===== config.mk =====
export PLATFORM = sky130hd
export DESIGN_NAME = fetch_stage_flat
export DESIGN_NICKNAME = d
export VERILOG_FILES = /design/src/rtl/cpu_types_pkg.sv /design/src/rtl/fetch_stage_if.sv /design/src/rtl/fetch_stage_pc_unit.sv /design/src/rtl/fetch_stage.sv /design/src/flat_wrapper.sv
export SDC_FILE = /design/constraint.sdc
export NUM_CORES = 1
export LEC_CHECK = 0
export BUFFER_PORTS_ARGS = -buffer_cell sky130_fd_sc_hd__buf_2
export CORE_MARGIN = 2
export CORE_UTILIZATION = 44
export DETAILED_ROUTE_END_ITERATION = 8
export HOLD_SLACK_MARGIN = 0.02
export PLACE_DENSITY = 0.86
export SLEW_MARGIN = 25
export SYNTH_ARGS = -nofsm -noshare
export SYNTH_HDL_FRONTEND = slang
export SYNTH_SLANG_ARGS = --single-unit

===== constraint.sdc =====
create_clock -name CLK -period 1.75 [get_ports CLK]
set_input_delay 0.0875 -clock CLK [delete_from_list [all_inputs] [get_ports CLK]]
set_output_delay 0.0875 -clock CLK [all_outputs]
set_load 0.05 [all_outputs]

===== src/rtl/cpu_types_pkg.sv =====
// Shared CPU types: machine word, fetch FSM states and next-PC selector for
// the instruction-fetch stage.
package cpu_types_pkg;

  typedef logic [31:0] word_t;

  localparam int unsigned PC_INCR_DEFAULT = 4;

  typedef enum logic [1:0] {
    FETCH  = 2'd0,
    DRAIN  = 2'd1,
    HALTED = 2'd2
  } fetch_state_t;

  typedef enum logic [1:0] {
    PC_HOLD     = 2'd0,
    PC_SEQ      = 2'd1,
    PC_REDIRECT = 2'd2,
    PC_SAVED    = 2'd3
  } pc_sel_t;

endpackage


===== src/rtl/fetch_stage_if.sv =====
// Instruction-memory bus between the fetch stage (master) and the memory (slave).
interface fetch_stage_if;
  import cpu_types_pkg::*;

  // imemREN requests the word at imemaddr; imemload is valid only in a cycle
  // with ihit=1, and the requester keeps imemaddr stable until that cycle.
  logic  imemREN;
  word_t imemaddr;
  logic  ihit;
  word_t imemload;

  modport master (
    output imemREN,
    output imemaddr,
    input  ihit,
    input  imemload
  );

  modport slave (
    input  imemREN,
    input  imemaddr,
    output ihit,
    output imemload
  );

endinterface


===== src/rtl/fetch_stage_pc_unit.sv =====
// PC and saved-redirect-target registers with the next-PC mux.
module pc_unit
  import cpu_types_pkg::*;
#(
  parameter word_t       PC_INIT = 32'h0000_0000,
  parameter int unsigned PC_INCR = PC_INCR_DEFAULT
) (
  input  logic    clk,
  input  logic    rst,
  input  pc_sel_t pc_sel,
  input  logic    save_target,
  input  word_t   redirect_target,
  output word_t   pc,
  output word_t   pc_plus_incr
);

  word_t pc_q, pc_d;
  word_t saved_target_q, saved_target_d;

  // Modulo 2^32: the top word address wraps to zero.
  assign pc_plus_incr = pc_q + word_t'(PC_INCR);
  assign pc           = pc_q;

  always_comb begin
    pc_d           = pc_q;
    saved_target_d = saved_target_q;
    if (save_target) begin
      saved_target_d = redirect_target;
    end
    case (pc_sel)
      PC_HOLD:     pc_d = pc_q;
      PC_SEQ:      pc_d = pc_plus_incr;
      PC_REDIRECT: pc_d = redirect_target;
      PC_SAVED:    pc_d = saved_target_q;
      default:     pc_d = pc_q;
    endcase
  end

  always_ff @(posedge clk) begin
    if (rst) begin
      pc_q           <= PC_INIT;
      saved_target_q <= '0;
    end else begin
      pc_q           <= pc_d;
      saved_target_q <= saved_target_d;
    end
  end

endmodule


===== src/rtl/fetch_stage.sv =====
// Instruction-fetch stage: FETCH/DRAIN/HALTED control and IF/ID write/flush.
// Optional FETCH_STATS_EN adds saturating fetched/squashed counters.
module fetch_stage
  import cpu_types_pkg::*;
#(
  parameter word_t       PC_INIT = 32'h0000_0000,
  parameter int unsigned PC_INCR = PC_INCR_DEFAULT
) (
  input  logic          CLK,
  input  logic          RST,
  fetch_stage_if.master imem,
  input  logic          stall,
  input  logic          redirect,
  input  word_t         redirect_target,
  input  logic          halt_dec,
  output word_t         instruction_out,
  output word_t         next_address_out,
  output logic          ifid_wen,
  output logic          ifid_flush,
  output logic          fetch_halted,
`ifdef FETCH_STATS_EN
  output word_t         stat_fetched,
  output word_t         stat_squashed,
`endif
  output fetch_state_t  state_dbg
);

  fetch_state_t state_q, state_d;
  pc_sel_t      pc_sel;
  logic         save_target;
  logic         redirect_accepted;
  word_t        pc;
  word_t        pc_plus_incr;

  pc_unit #(
    .PC_INIT (PC_INIT),
    .PC_INCR (PC_INCR)
  ) u_pc_unit (
    .clk             (CLK),
    .rst             (RST),
    .pc_sel          (pc_sel),
    .save_target     (save_target),
    .redirect_target (redirect_target),
    .pc              (pc),
    .pc_plus_incr    (pc_plus_incr)
  );

  always_comb begin
    state_d           = state_q;
    pc_sel            = PC_HOLD;
    save_target       = 1'b0;
    redirect_accepted = 1'b0;
    imem.imemREN      = 1'b1;
    ifid_wen          = 1'b1;
    ifid_flush        = 1'b1;

    case (state_q)
      FETCH: begin
        if (redirect) begin
          redirect_accepted = 1'b1;
          if (imem.ihit) begin
            pc_sel = PC_REDIRECT;
          end else begin
            // Miss outstanding: keep the address, park the target until it lands.
            save_target = 1'b1;
            state_d     = DRAIN;
          end
        end else if (stall) begin
          ifid_wen   = 1'b0;
          ifid_flush = 1'b0;
        end else if (halt_dec) begin
          state_d = HALTED;
        end else if (imem.ihit) begin
          pc_sel     = PC_SEQ;
          ifid_flush = 1'b0;
        end
      end

      DRAIN: begin
        if (redirect) begin
          redirect_accepted = 1'b1;
          save_target       = 1'b1;
        end
        if (imem.ihit) begin
          pc_sel  = redirect ? PC_REDIRECT : PC_SAVED;
          state_d = FETCH;
        end
      end

      HALTED: begin
        imem.imemREN = 1'b0;
        ifid_wen     = 1'b0;
        ifid_flush   = 1'b0;
      end

      default: begin
        state_d = FETCH;
      end
    endcase

    // IF/ID sees a bubble and memory sees no request while reset is held.
    if (RST) begin
      imem.imemREN      = 1'b0;
      ifid_wen          = 1'b0;
      ifid_flush        = 1'b1;
      redirect_accepted = 1'b0;
    end
  end

  always_ff @(posedge CLK) begin
    if (RST) begin
      state_q <= FETCH;
    end else begin
      state_q <= state_d;
    end
  end

  assign imem.imemaddr    = pc;
  assign instruction_out  = imem.imemload;
  assign next_address_out = pc_plus_incr;
  assign fetch_halted     = (state_q == HALTED);
  assign state_dbg        = state_q;

`ifdef FETCH_STATS_EN
  word_t stat_fetched_q, stat_fetched_d;
  word_t stat_squashed_q, stat_squashed_d;
  logic  fetched_evt;

  assign fetched_evt = (state_q == FETCH) && imem.ihit && ifid_wen && !ifid_flush;

  always_comb begin
    stat_fetched_d  = stat_fetched_q;
    stat_squashed_d = stat_squashed_q;
    if (fetched_evt && (stat_fetched_q != 32'hFFFF_FFFF)) begin
      stat_fetched_d = stat_fetched_q + 32'd1;
    end
    if (redirect_accepted && (stat_squashed_q != 32'hFFFF_FFFF)) begin
      stat_squashed_d = stat_squashed_q + 32'd1;
    end
  end

  always_ff @(posedge CLK) begin
    if (RST) begin
      stat_fetched_q  <= '0;
      stat_squashed_q <= '0;
    end else begin
      stat_fetched_q  <= stat_fetched_d;
      stat_squashed_q <= stat_squashed_d;
    end
  end

  assign stat_fetched  = stat_fetched_q;
  assign stat_squashed = stat_squashed_q;
`else
  logic unused_redirect_accepted;
  assign unused_redirect_accepted = redirect_accepted;
`endif

endmodule


===== src/flat_wrapper.sv =====
// flat-port wrapper written by rule: the top's interface ports become plain ports
module fetch_stage_flat import cpu_types_pkg::*;
#(
  parameter word_t       PC_INIT = 32'h0000_0000,
  parameter int unsigned PC_INCR = PC_INCR_DEFAULT
)
  (CLK, RST, stall, redirect, redirect_target, halt_dec, instruction_out, next_address_out, ifid_wen, ifid_flush, fetch_halted, state_dbg, imem_imemREN, imem_imemaddr, imem_ihit, imem_imemload);
  fetch_stage_if imem_i ();
  input  logic CLK;
  input  logic RST;
  input  logic stall;
  input  logic redirect;
  input  word_t redirect_target;
  input  logic halt_dec;
  output word_t instruction_out;
  output word_t next_address_out;
  output logic ifid_wen;
  output logic ifid_flush;
  output logic fetch_halted;
  output fetch_state_t state_dbg;
  output wire logic [$bits(imem_i.imemREN)-1:0] imem_imemREN;
  output wire logic [$bits(imem_i.imemaddr)-1:0] imem_imemaddr;
  input wire logic [$bits(imem_i.ihit)-1:0] imem_ihit;
  input wire logic [$bits(imem_i.imemload)-1:0] imem_imemload;
  assign imem_imemREN = imem_i.imemREN;
  assign imem_imemaddr = imem_i.imemaddr;
  assign imem_i.ihit = imem_ihit;
  assign imem_i.imemload = imem_imemload;
  fetch_stage #(.PC_INIT(PC_INIT), .PC_INCR(PC_INCR)) u_core (.CLK(CLK), .RST(RST), .imem(imem_i), .stall(stall), .redirect(redirect), .redirect_target(redirect_target), .halt_dec(halt_dec), .instruction_out(instruction_out), .next_address_out(next_address_out), .ifid_wen(ifid_wen), .ifid_flush(ifid_flush), .fetch_halted(fetch_halted), .state_dbg(state_dbg));
endmodule

== Yosys cells after proc, flatten, opt, wreduce, memory -nomap -nowiden ==
Cells that the tools add are included.
Widths: inputs -> output; s select.
Word-level totals
  memories: 0
  register bits: 66
  bits in read-only memories: 0
  memory bits (writable): 0
  bits in latches: 0
  output and inout port bits: 102
  input port bits: 70
  logic and storage cells: 47
Operators by class
  bitwise logic cells: 1
  $mul: 0
  divide/modulo/power cells: 0
  $lt $le $gt $ge: 0
  add/sub/neg operators: 1
  muxes and demuxes: 30
  shift operators: 0
  reductions and logical operators: 3
  equal/unequal tests: 9
Operators with widths (count)
  $pmux 32 s3: 1
  $add 32x3->32 const B: 1
  $mux 2: 10
  $mux 1: 14
  $ne 3x3->1 const B: 3
  $eq 2x2->1 const B: 3
  $pmux 1 s2: 3
  $pmux 2 s3: 1
  $reduce_and 5->1: 1
  $eq 2x1->1 const B: 2
  $logic_not 2->1: 2
  $pmux 2 s2: 1
  $ne 2x2->1 const B: 1
  $not 1->1: 1

== Depth between registers and ports, before layout ==
  depth in word-level cells: 7
  gate-level depth with buffers: 8

== Hierarchy ==
A second synthesis with hierarchy kept.
Second synthesis, totals
  cells, all modules: 485
  area total of the unflattened synthesis: 4068.9 um2
By module, submodules not included
  pc_unit: instances 1, area an instance 3669.8 um2, sequential area each 1281.2 um2, cells an instance 431
  fetch_stage: instances 1, area an instance 399.1 um2, sequential area each 40.0 um2, cells an instance 54

== Least setup slack after synthesis ==
OpenSTA, ideal clock, no wires.
  kind: register -> register
  from: reg u_core.u_pc_unit.pc_q[2], in the netlist u_core.u_pc_unit.pc[2]
  to: reg u_core.u_pc_unit.pc_q[22], in the netlist u_core.u_pc_unit.pc[22]
  stages on the path, launching flop included: 7
  clock period less this slack: 2.938 ns
  arrival: 2.877 ns
  required time: 1.689 ns
  setup slack: -1.188 ns
  buffers on the path: 0
  library setup time: 0.061 ns
  cells stage by stage: dfxtp_1 -> ha_1 -> nand4_1 -> nor3_1 -> nand4_1 -> xnor2_1 -> o21a_1
Between the ends
  word-level cells in the longest chain between the ends: 2
RTL lines
  from (decl): line fetch_stage_pc_unit.sv:17  | word_t pc_q, pc_d;
  from (signal assigned): line fetch_stage_pc_unit.sv:44  | pc_q <= pc_d;
  $add 32x3->32: line fetch_stage_pc_unit.sv:21  | assign pc_plus_incr = pc_q + word_t'(PC_INCR);
  named net next_address_out[22]: line flat_wrapper.sv:16  | output word_t next_address_out;
  $pmux 32 s3: line fetch_stage_pc_unit.sv:30  | case (pc_sel)
The timed path passes the listed nets, and every way through them passes these cells.
A chain may end at the register's enable or synchronous reset.

== Worst setup path in the final report ==
  from: reg u_core.u_pc_unit.pc_q[9], in the netlist u_core.u_pc_unit.pc[9]
  to: out next_address_out[28]
Between the ends
  word-level cells in the longest chain between the ends: 1
RTL lines (line)
  $add 32x3->32: fetch_stage_pc_unit.sv:21
  to (decl): flat_wrapper.sv:16
No other way between the ends.

==> impl_results.md <==
* Via count of the first global-routing pass at 4619
* Synth Area in XOR/XNOR at 0.0617
* I/O Buffers at 107
* Outcome: complete, but fails checks
* CP top delay family: simple AND/OR/NAND/NOR gates
* Initial antenna violation count at 0
* Main synth FF type: dfxtp_1
* Yosys Warn Count at 0
* GRT Overall Usage at 0.285
* HP Class: in2reg
* CTS Buffer Depth at 2
* P&R area growth vs syn at 62.7%
* CP arrival at 1.99 ns
* Unrepaired setup endpoints after global routing: yes
* Clock Latency Late Sink at 0.35 ns
* DIE AREA at 9800 um^2
* Most frequent cells in the layout: nand2_1, buf_2, buf_4
* Synth Area in Adders at 0.00315
* Routed Antenna Nets at 0
* End of the worst hold path: u_core.state_dbg[1]
* Slowest CP cell: dfxtp_4
* Syn_nets at 575
* Final setup viols at 25
* Die width at 99.0 um
* Layout cells sized above 1 at 0.478
* Max Transition Viols Final at 0
* EDFF count, synth at 0
* Most common cell after layout, fill and taps aside: nand2_1
* Synth async-reset ratio at 0
* Compound-gate portion of the synthesized area at 0.207
* Iter 0 DRT Violations at 429
* Area post-placement at 5320 um^2
* Worst setup SP type: flop
* Distinct cells, synth at 54
* Final GP Congestion at 0.931
* Failing checks: negative setup slack
* Via-to-Cell Ratio at 6.05
* Synth Cell Area at 3970 um^2
* Final min period at 2.07 ns
* Max frequency at 482 MHz
* Most frequent CP cell: buf_6
* Hold Slack at 0.144 ns
* Buffers & Inverters on Critical Path at 3
* Worst R2R Setup Slack at -0.13 ns
* Worst Path Required at 1.66 ns
* Final Instance Area at 6460 um^2
* CP max stage delay at 0.35 ns
* DP Cell Count at 712
* FF+latch count, synth at 66
* FF-to-FF Start: u_core.u_pc_unit.pc[13]
* Synthesized-area fraction occupied by and/or/nand/nor cells at 0.241
* Depth of the CTS H-tree at 3
* Crit-path cells: and4_4, buf_6, nand3_4, buf_6, nor4_4, xor2_4, buf_6
* Post-DP HPWL at 9120 um
* Gate Count Post-Synth at 504
* GRT Residual Overflow at 0
* Total core area at 8720 um^2
* Largest net degree at the start of global routing at 46
* Leakage at 2.84 nW
* Clock skew at 0.00874 ns
* CTS Buf Count at 9
* Row Count at 34
* Pwr/cell area at 728 nW/um^2
* Clk sinks at 66
* CTS tree: built
* Relative max-transition margin at 0.650
* Peak VDD IR at 475 uV
* DRC at 0
* Diode count at 0
* Share of the clock period used by the worst path at 1.18
* Routed WL per cell at 19.3 um
* Worst-path maximum fanout at 4
* Crit path capture type: output pin
* Final-report hold violation count at 0
* Hold path depth at 3
* Vias at 4791
* Drt pass-1 iters at 6
* Post-synthesis mux area share at 0.0315
* First-pass GRT wire length at 22600 um
* Die Ht at 99.0 um
* Critical path class: reg2out
* Final core occ at 0.741
* Layout Nets at 750
* Max-cap check violation count at 0
* Seq/Total Area, Yosys at 0.333
* Final Worst Setup Slack at -0.323 ns
* Synth Area per Inst at 7.88 um^2
* Reg clk slew, reported paths at 0.07 ns
* Final WL at 15200 um
* Initial Util at 0.456
* I/O pins at 172
* Critical R2R Capture: u_core.u_pc_unit.pc[30]
* Worst Reg-to-Reg Cells at 7
* Layout Cells excl Fill at 792
* Largest family of logic cells by synthesized area: simple AND/OR/NAND/NOR gates
* Root buffer cell: clkbuf_8
* Place WS at -0.0793 ns
* Hold Path Origin: stall
* Worst slew pin tran at 0.525 ns
-- routing by layer --
layer,track usage,vias to the layer above,routed length [um]
met1,0.337,2245,5720
met4,0.176,0,750
met5,0,-,0
met2,0.475,351,7380
li1,-,2105,-
met3,0.0574,90,1390
-- area by class of cell --
| cell class | count | area [um^2] |
|---|---|---|
| Multi-Input combinational cell | 362 | 2860 |
| Timing Repair Buffer | 233 | 1830 |
| Clock buffer | 15 | 198 |
| Clock inverter | 1 | 5.00 |
| Fill cell | 528 | 2260 |
| Inverter | 7 | 26.3 |
| Tap cell | 108 | 135 |
| Sequential cell | 66 | 1410 |
-- synth_stat cells (2+ instances only) --
cell,number,area share
nand3_2,2,0.0050
mux2_2,4,0.011
nor2_1,17,0.016
nand2_1,106,0.10
nor3b_2,2,0.0063
o31ai_1,4,0.0076
nand3_1,10,0.013
dfxtp_1,66,0.33
buf_4,36,0.068
buf_6,6,0.017
xnor2_1,10,0.022
buf_2,13,0.016
a31o_2,2,0.0044
o22ai_1,2,0.0031
nor3_1,13,0.016
o221ai_1,7,0.015
xor2_1,18,0.040
and3_1,6,0.0094
nor4_1,6,0.0094
a21oi_1,49,0.062
o311ai_0,4,0.0088
a31oi_1,9,0.014
inv_1,7,0.0066
mux2i_1,8,0.020
a211oi_1,4,0.0076
nor2b_1,3,0.0047
clkbuf_1,14,0.013
o21a_1,11,0.021
and4_4,3,0.0085
a311oi_1,10,0.022
o21ai_0,18,0.023
or3_1,5,0.0079
and2_1,2,0.0031
nand4_1,7,0.011
-- state kept, by name (all words and copies together) (netlist names) --
| signal | cells |
|---|---|
| u_core.u_pc_unit.saved_target_q | 32 |
| u_core.state_dbg | 2 |
| u_core.u_pc_unit.pc | 32 |
-- worst max path at each step --
stage,start,end,slack (ns),cells after the start
floorplan,u_core.u_pc_unit.pc[23],u_core.u_pc_unit.pc[30],-0.29,5
global placement,u_core.u_pc_unit.pc[2],next_address_out[29],-0.04,5
detailed placement,u_core.u_pc_unit.pc[2],next_address_out[29],-0.08,5
CTS,u_core.u_pc_unit.pc[3],next_address_out[25],-0.33,6
global route,u_core.u_pc_unit.pc[3],next_address_out[28],-0.38,7
finish,u_core.u_pc_unit.pc[9],next_address_out[28],-0.32,7
-- repair_timing --
item	4_1_cts	5_1_grt
gates cloned	1	0
pin swaps	23	25
endpoints found under the hold margin	37	0
setup endpoints to repair	26	43
resized for setup	66	32
setup buffers	15	16
hold buffers	33	0
-- logic make-up after synthesis --
group | count (synthesis)
simple gates | 192
compound gates | 128
buf+inv | 77
flops | 66
xor+xnor | 28
mux | 12
fa+ha+maj | 1
-- where the power goes --
group	switching [mW]	internal (mW)
combinational	1.06	0.614
clock	0.593	0.717
sequential	0.104	1.61
total	1.76	2.94
-- tightest hold or removal path, stage by stage --
cell	delay, ns
buf_2	0.15
nor3_1	0.06
o21a_1	0.16
-- through the flow --
stage	power (mW)	TNS, ns
6_report	4.71	-4.88
5_1_grt	4.85	-6.61
2_1_floorplan	2.95	-3.69
3_3_place_gp	3.13	-0.0563
4_1_cts	4.62	-4.86
3_5_place_dp	3.16	-0.309
Note: power is estimated with default switching activity, not from simulation.
